[config.mk]
export PLATFORM = sky130hd
export DESIGN_NAME = cnt_wrap_monitor
export DESIGN_NICKNAME = d
export VERILOG_FILES = /design/src/rtl/cnt_wrap_monitor.sv
export SDC_FILE = /design/constraint.sdc
export NUM_CORES = 1
export LEC_CHECK = 0
export ABC_AREA = 0
export CAP_MARGIN = 0
export CELL_PAD_IN_SITES_DETAIL_PLACEMENT = 1
export CELL_PAD_IN_SITES_GLOBAL_PLACEMENT = 2
export CORE_MARGIN = 4
export CORE_UTILIZATION = 44
export CTS_BUF_LIST = sky130_fd_sc_hd__clkbuf_8
export DETAILED_ROUTE_END_ITERATION = 7
export MAX_ROUTING_LAYER = met4
export PLACE_DENSITY_LB_ADDON = 0.1
export SKIP_LAST_GASP = 1
export SLEW_MARGIN = 30
export SYNTH_ARGS = -nofsm -noshare
export SYNTH_HDL_FRONTEND = slang
export SYNTH_SLANG_ARGS = --single-unit
[constraint.sdc]
create_clock -name clk -period 9.81 [get_ports clk]
set_clock_uncertainty 0.15 [all_clocks]
set_input_delay 2.943 -clock clk [delete_from_list [all_inputs] [get_ports clk]]
set_output_delay 2.943 -clock clk [all_outputs]
set_load 0.02 [all_outputs]
[src/rtl/cnt_wrap_monitor.sv]
// Step/wrap monitor for an upstream free-running counter: flags step errors, detects wraps
// and queues wrap-to-wrap periods in a small FIFO. Define CNT_MON_HOLD_EN to treat a held value as a stall.
module cnt_wrap_monitor #(
    parameter int CW         = 8,
    parameter int INC_DEC    = 1,
    parameter int FIFO_DEPTH = 4,
    parameter int PW         = 16
) (
    input  logic          clk,
    input  logic          rst,
    input  logic          en_i,
    input  logic [CW-1:0] cnt_i,
    output logic          wrap_o,
    output logic          err_o,
    output logic [7:0]    err_cnt_o,
    output logic [PW-1:0] per_data_o,
    output logic          per_valid_o,
    input  logic          per_ready_i,
    output logic          per_ovf_o
);

    localparam int            AW      = $clog2(FIFO_DEPTH);
    localparam logic [CW-1:0] CNT_ONE = CW'(1);
    localparam logic [CW-1:0] CNT_MAX = '1;
    localparam logic [PW-1:0] PER_ONE = PW'(1);
    localparam logic [PW-1:0] PER_MAX = '1;
    localparam logic [AW:0]   FILL_ONE = (AW+1)'(1);
    localparam logic [AW:0]   FILL_MAX = (AW+1)'(FIFO_DEPTH);

    typedef enum logic [1:0] {
        ST_IDLE,
        ST_SYNC,
        ST_TRACK
    } state_t;

    state_t        r_state;
    state_t        w_state_next;
    logic [CW-1:0] r_prev;
    logic          r_armed;
    logic [PW-1:0] r_per;
    logic          r_wrap;
    logic          r_err;
    logic [7:0]    r_err_cnt;
    logic          r_ovf;

    logic [PW-1:0] r_mem [FIFO_DEPTH];
    logic [AW-1:0] r_wr_ptr;
    logic [AW-1:0] r_rd_ptr;
    logic [AW:0]   r_fill;

    logic [CW-1:0]         w_exp;
    logic                  w_track;
    logic                  w_stall;
    logic                  w_step_ok;
    logic                  w_step_err;
    logic                  w_wrap_det;
    logic                  w_push_req;
    logic                  w_empty;
    logic                  w_full;
    logic                  w_pop;
    logic                  w_push;
    logic                  w_drop;
    logic [FIFO_DEPTH-1:0] w_we;

    assign w_exp   = (INC_DEC != 0) ? (r_prev + CNT_ONE) : (r_prev - CNT_ONE);
    assign w_track = en_i && (r_state == ST_TRACK);

`ifdef CNT_MON_HOLD_EN
    assign w_stall = w_track && (cnt_i == r_prev);
`else
    assign w_stall = 1'b0;
`endif

    assign w_step_ok  = w_track && !w_stall && (cnt_i == w_exp);
    assign w_step_err = w_track && !w_stall && (cnt_i != w_exp);
    assign w_wrap_det = w_step_ok && ((INC_DEC != 0) ? (r_prev == CNT_MAX) : (r_prev == '0));
    // The first wrap after a (re)sync only marks the reference point; later wraps carry a period.
    assign w_push_req = w_wrap_det && r_armed;

    always_comb begin
        w_state_next = r_state;
        if (!en_i) begin
            w_state_next = ST_IDLE;
        end else begin
            case (r_state)
                ST_IDLE:  w_state_next = ST_SYNC;
                ST_SYNC:  w_state_next = ST_TRACK;
                ST_TRACK: w_state_next = w_step_err ? ST_SYNC : ST_TRACK;
                default:  w_state_next = ST_IDLE;
            endcase
        end
    end

    always_ff @(posedge clk) begin
        if (rst) begin
            r_state <= ST_IDLE;
        end else begin
            r_state <= w_state_next;
        end
    end

    always_ff @(posedge clk) begin
        if (rst) begin
            r_prev    <= '0;
            r_armed   <= 1'b0;
            r_wrap    <= 1'b0;
            r_err     <= 1'b0;
            r_err_cnt <= 8'h00;
        end else begin
            r_wrap <= w_wrap_det;
            if (!en_i) begin
                r_armed <= 1'b0;
            end else begin
                if (r_state == ST_SYNC || w_step_ok) begin
                    r_prev <= cnt_i;
                end
                if (w_step_err) begin
                    r_err   <= 1'b1;
                    r_armed <= 1'b0;
                    if (r_err_cnt != 8'hFF) begin
                        r_err_cnt <= r_err_cnt + 8'd1;
                    end
                end else if (w_wrap_det) begin
                    r_armed <= 1'b1;
                end
            end
        end
    end

    // Holds the number of TRACK cycles since the last wrap edge, so at a wrap edge it is the period.
    always_ff @(posedge clk) begin
        if (rst) begin
            r_per <= '0;
        end else if (w_wrap_det) begin
            r_per <= PER_ONE;
        end else if (w_track && r_per != PER_MAX) begin
            r_per <= r_per + PER_ONE;
        end
    end

    assign w_empty = (r_fill == '0);
    assign w_full  = (r_fill == FILL_MAX);
    assign w_pop   = !w_empty && per_ready_i;
    assign w_push  = w_push_req && (!w_full || w_pop);
    assign w_drop  = w_push_req && w_full && !w_pop;

    genvar gi;
    generate
        for (gi = 0; gi < FIFO_DEPTH; gi++) begin : g_we
            assign w_we[gi] = w_push && (r_wr_ptr == AW'(gi));
        end
    endgenerate

    always_ff @(posedge clk) begin
        for (int i = 0; i < FIFO_DEPTH; i++) begin
            if (w_we[i]) begin
                r_mem[i] <= r_per;
            end
        end
    end

    always_ff @(posedge clk) begin
        if (rst) begin
            r_wr_ptr <= '0;
            r_rd_ptr <= '0;
            r_fill   <= '0;
            r_ovf    <= 1'b0;
        end else begin
            if (w_push) begin
                r_wr_ptr <= r_wr_ptr + AW'(1);
            end
            if (w_pop) begin
                r_rd_ptr <= r_rd_ptr + AW'(1);
            end
            if (w_push && !w_pop) begin
                r_fill <= r_fill + FILL_ONE;
            end else if (!w_push && w_pop) begin
                r_fill <= r_fill - FILL_ONE;
            end
            if (w_drop) begin
                r_ovf <= 1'b1;
            end
        end
    end

    assign wrap_o      = r_wrap;
    assign err_o       = r_err;
    assign err_cnt_o   = r_err_cnt;
    assign per_valid_o = !w_empty;
    assign per_data_o  = w_empty ? '0 : r_mem[r_rd_ptr];
    assign per_ovf_o   = r_ovf;

endmodule

==> reports/qor.yml <==
whs_path_depth: 2
cp_common_cell: "or3_1"
gp_congestion: 0.7202
max_slew_margin: 0.4094
setup_viol: 0
synth_ff_type: "edfxtp_1"
yosys_warnings: 0
synth_cell_types: 46
nNetsFinal: 459
crit_buf_inv: 2
cts_setup_buffers: 0
vias: 3251
die_height_um: 113.9
path_depth: 11
postCtsHoldBufs: 0
outcome: "finished clean"
grt_util_all_layers: 0.1776
async_reset_ff_frac: 0
synth_fp_nets: 429
grt_pass1_vias: 3399
ff2ff_path_depth: 10
clock_sinks: 111
crit_type: "in2reg"
p_leak_nw: 2.032
slew_violations: 0
cts_max_level: 3
synth.cell_area_um2: 4935
cts_resized: 0
synthCells: 408
cpLargestDelayFamily: "simple AND/OR/NAND/NOR gates"
dp_slack_ns: 3.134
cts_tree: "built"
ys_seq_area_frac: 0.5801
required_ns: 9.97
core_region_area_um2: 10890
hpwlAfterDp_um: 7338
path_cells: "clkdlybuf4s50_1 -> nand3b_1 -> or3_1 -> or3_1 -> and4bb_2 -> ha_1 -> inv_1 -> fa_1 -> xor2_1 -> or3_1 -> a21oi_1"
diodes: 0
holdPathEnd: "r_armed"
fin_total_pwr_mw: 0.8112
grt_setup_unrepaired: "no"
holdWs_ns: 0.3456
drtPass1Iterations: 4
clk-insertion-delay-late_ns: 0.37
drtAntennaViolNets: 0
final_common_cell: "edfxtp_1"
synth_edf_count: 64
drv_cap: 0
setup_tns_ns: 0
fmax_ghz: 0.1589
end_kind: "flop"
layout_min_cycle_time_ns: 6.294
synth_seq_cells: 111
worst-path-max-fanout: 13
port_buffers: 39
layout_common_cells: "64 x edfxtp_1, 47 x nor2_1, 46 x dfxtp_1"
critPathArrivalTime_ns: 6.45
grt_max_degree: 36
fp.dieW_um: 113.9
antenna_found_initial: 0
initial_utilization: 0.4532
critPathSlowestCell: "clkdlybuf4s50_1"
drc_errors: 0
clockBufferDepth: 2
finalHoldViolations: 0
critPathMaxStageDelay_ns: 0.53
clkSlewWorstSetupHoldPaths_ns: 0.11
crit_path_start_kind: "input pin"
p_per_area_nw_per_um2: 144.0
reg2reg_to: "r_fill[2]"
tightest_slew_ns: 0.8735
drt_wl_total_um: 10430
fp.dieArea_um2: 12970
irDropWorstVdd_mv: 0.06580
area_delta_synth_final_pct: 14.15
hp-class: "reg2reg"
avgSynthCellArea_um2: 12.09
r2r_start: "r_state[1]"
hold_start: "r_armed"
layout_setup_ws_ns: 3.516
cts-buffers-inserted: 9
root_buffer: "clkbuf_8"
grt_pass1_wl_um: 17420
overflow: 0
routed_via_density: 5.576
wl_per_cell_um: 17.89
period_share: 0.6416
drt_iter0_drc: 99
rows: 38
ioPinCount: 40
r2r_slack_ns: 5.86
final_layout_size_suffix_gt1_frac: 0.08804
==> logic make-up after synthesis <==
logic type,count (synthesis),share of synthesized area
xor+xnor,28,0.04969
flops,111,0.5801
simple gates,156,0.1668
compound gates,53,0.07049
fa+ha+maj,9,0.02434
mux,21,0.08367
buf+inv,30,0.02485
==> per-layer routing <==
layer | GRT usage | share of wire
met1 | 0.2096 | 0.43
met2 | 0.3106 | 0.53
met3 | 0.03607 | 0.027
met4 | 0.04751 | 0.013
met5 | - | 0
==> cell type report <==
cell class	instances	area (µm²)
clock buffer	9	123.9
clock inverter	7	83.83
fill	1153	5255
inverter	9	33.78
multi-input combinational	267	1954
sequential	111	2864
tap	140	175.2
timing repair buffer	40	397.9
==> power by group <==
| group | total (mW) | internal [mW] | switching [mW] |
|---|---|---|---|
| Combinational | 0.0290 | 0.0138 | 0.0152 |
| Sequential | 0.494 | 0.489 | 0.00483 |
| Clock | 0.288 | 0.124 | 0.164 |
==> state kept, by name (all words and copies together) (netlist names), named ones only <==
name and count:
err_cnt_o 8, err_o 1, per_ovf_o 1, r_armed 1, r_fill 3, r_mem 64
r_per 16, r_prev 8, r_rd_ptr 2, r_state 2, r_wr_ptr 2, wrap_o 1
==> how the worst max path moves through the flow <==
stage | endpoint | from | slack, ns
after global routing | r_fill[2] | en_i | 3.39
final | r_fill[2] | en_i | 3.52
after floorplan | r_fill[2] | en_i | 4.27
after CTS | r_fill[2] | en_i | 3.53
after detailed placement | r_fill[2] | en_i | 3.13
after global placement | r_fill[2] | en_i | 3.25
==> worst register-to-register path: stages, from the launching register on <==
cell and delay, ns:
dfxtp_1 0.66, nand3b_1 0.49, or3_1 0.53, or3_1 0.36, and4bb_2 0.41, ha_1 0.21, inv_1 0.06, fa_1 0.37
xor2_1 0.16, or3_1 0.30, a21oi_1 0.16
==> synth_stat cells, drive strengths merged (2+ instances only) <==
master / number / area share
nor2b: 10 / 0.013
nor4b: 2 / 0.0036
buf: 6 / 0.0066
nand2: 15 / 0.011
and2: 22 / 0.028
mux2i: 3 / 0.0061
o21ai: 6 / 0.0061
nand3b: 2 / 0.0030
clkbuf: 15 / 0.011
nand3: 17 / 0.017
mux4: 16 / 0.073
and3: 7 / 0.0089
or4: 3 / 0.0046
o31ai: 3 / 0.0046
a31oi: 3 / 0.0038
nand4: 6 / 0.0076
mux2: 2 / 0.0046
xor2: 18 / 0.032
dfxtp: 47 / 0.19
nand2b: 4 / 0.0051
inv: 9 / 0.0068
nor2: 47 / 0.036
a2bb2oi: 2 / 0.0036
or3: 7 / 0.0089
a221o: 8 / 0.016
xnor2: 10 / 0.018
nor3: 8 / 0.0081
a21oi: 24 / 0.024
edfxtp: 64 / 0.39
ha: 8 / 0.020
nor3b: 2 / 0.0041
==> stage by stage <==
stage	utilization	instances	instance area, µm²
after floorplan	-	408	4935
after global placement	0.4977	567	5419
after detailed placement	0.4978	567	5420
after CTS	0.5169	583	5628
after global routing	0.5174	583	5633
final	0.5174	583	5633
No activity file was read; power rests on OpenSTA's default activity.
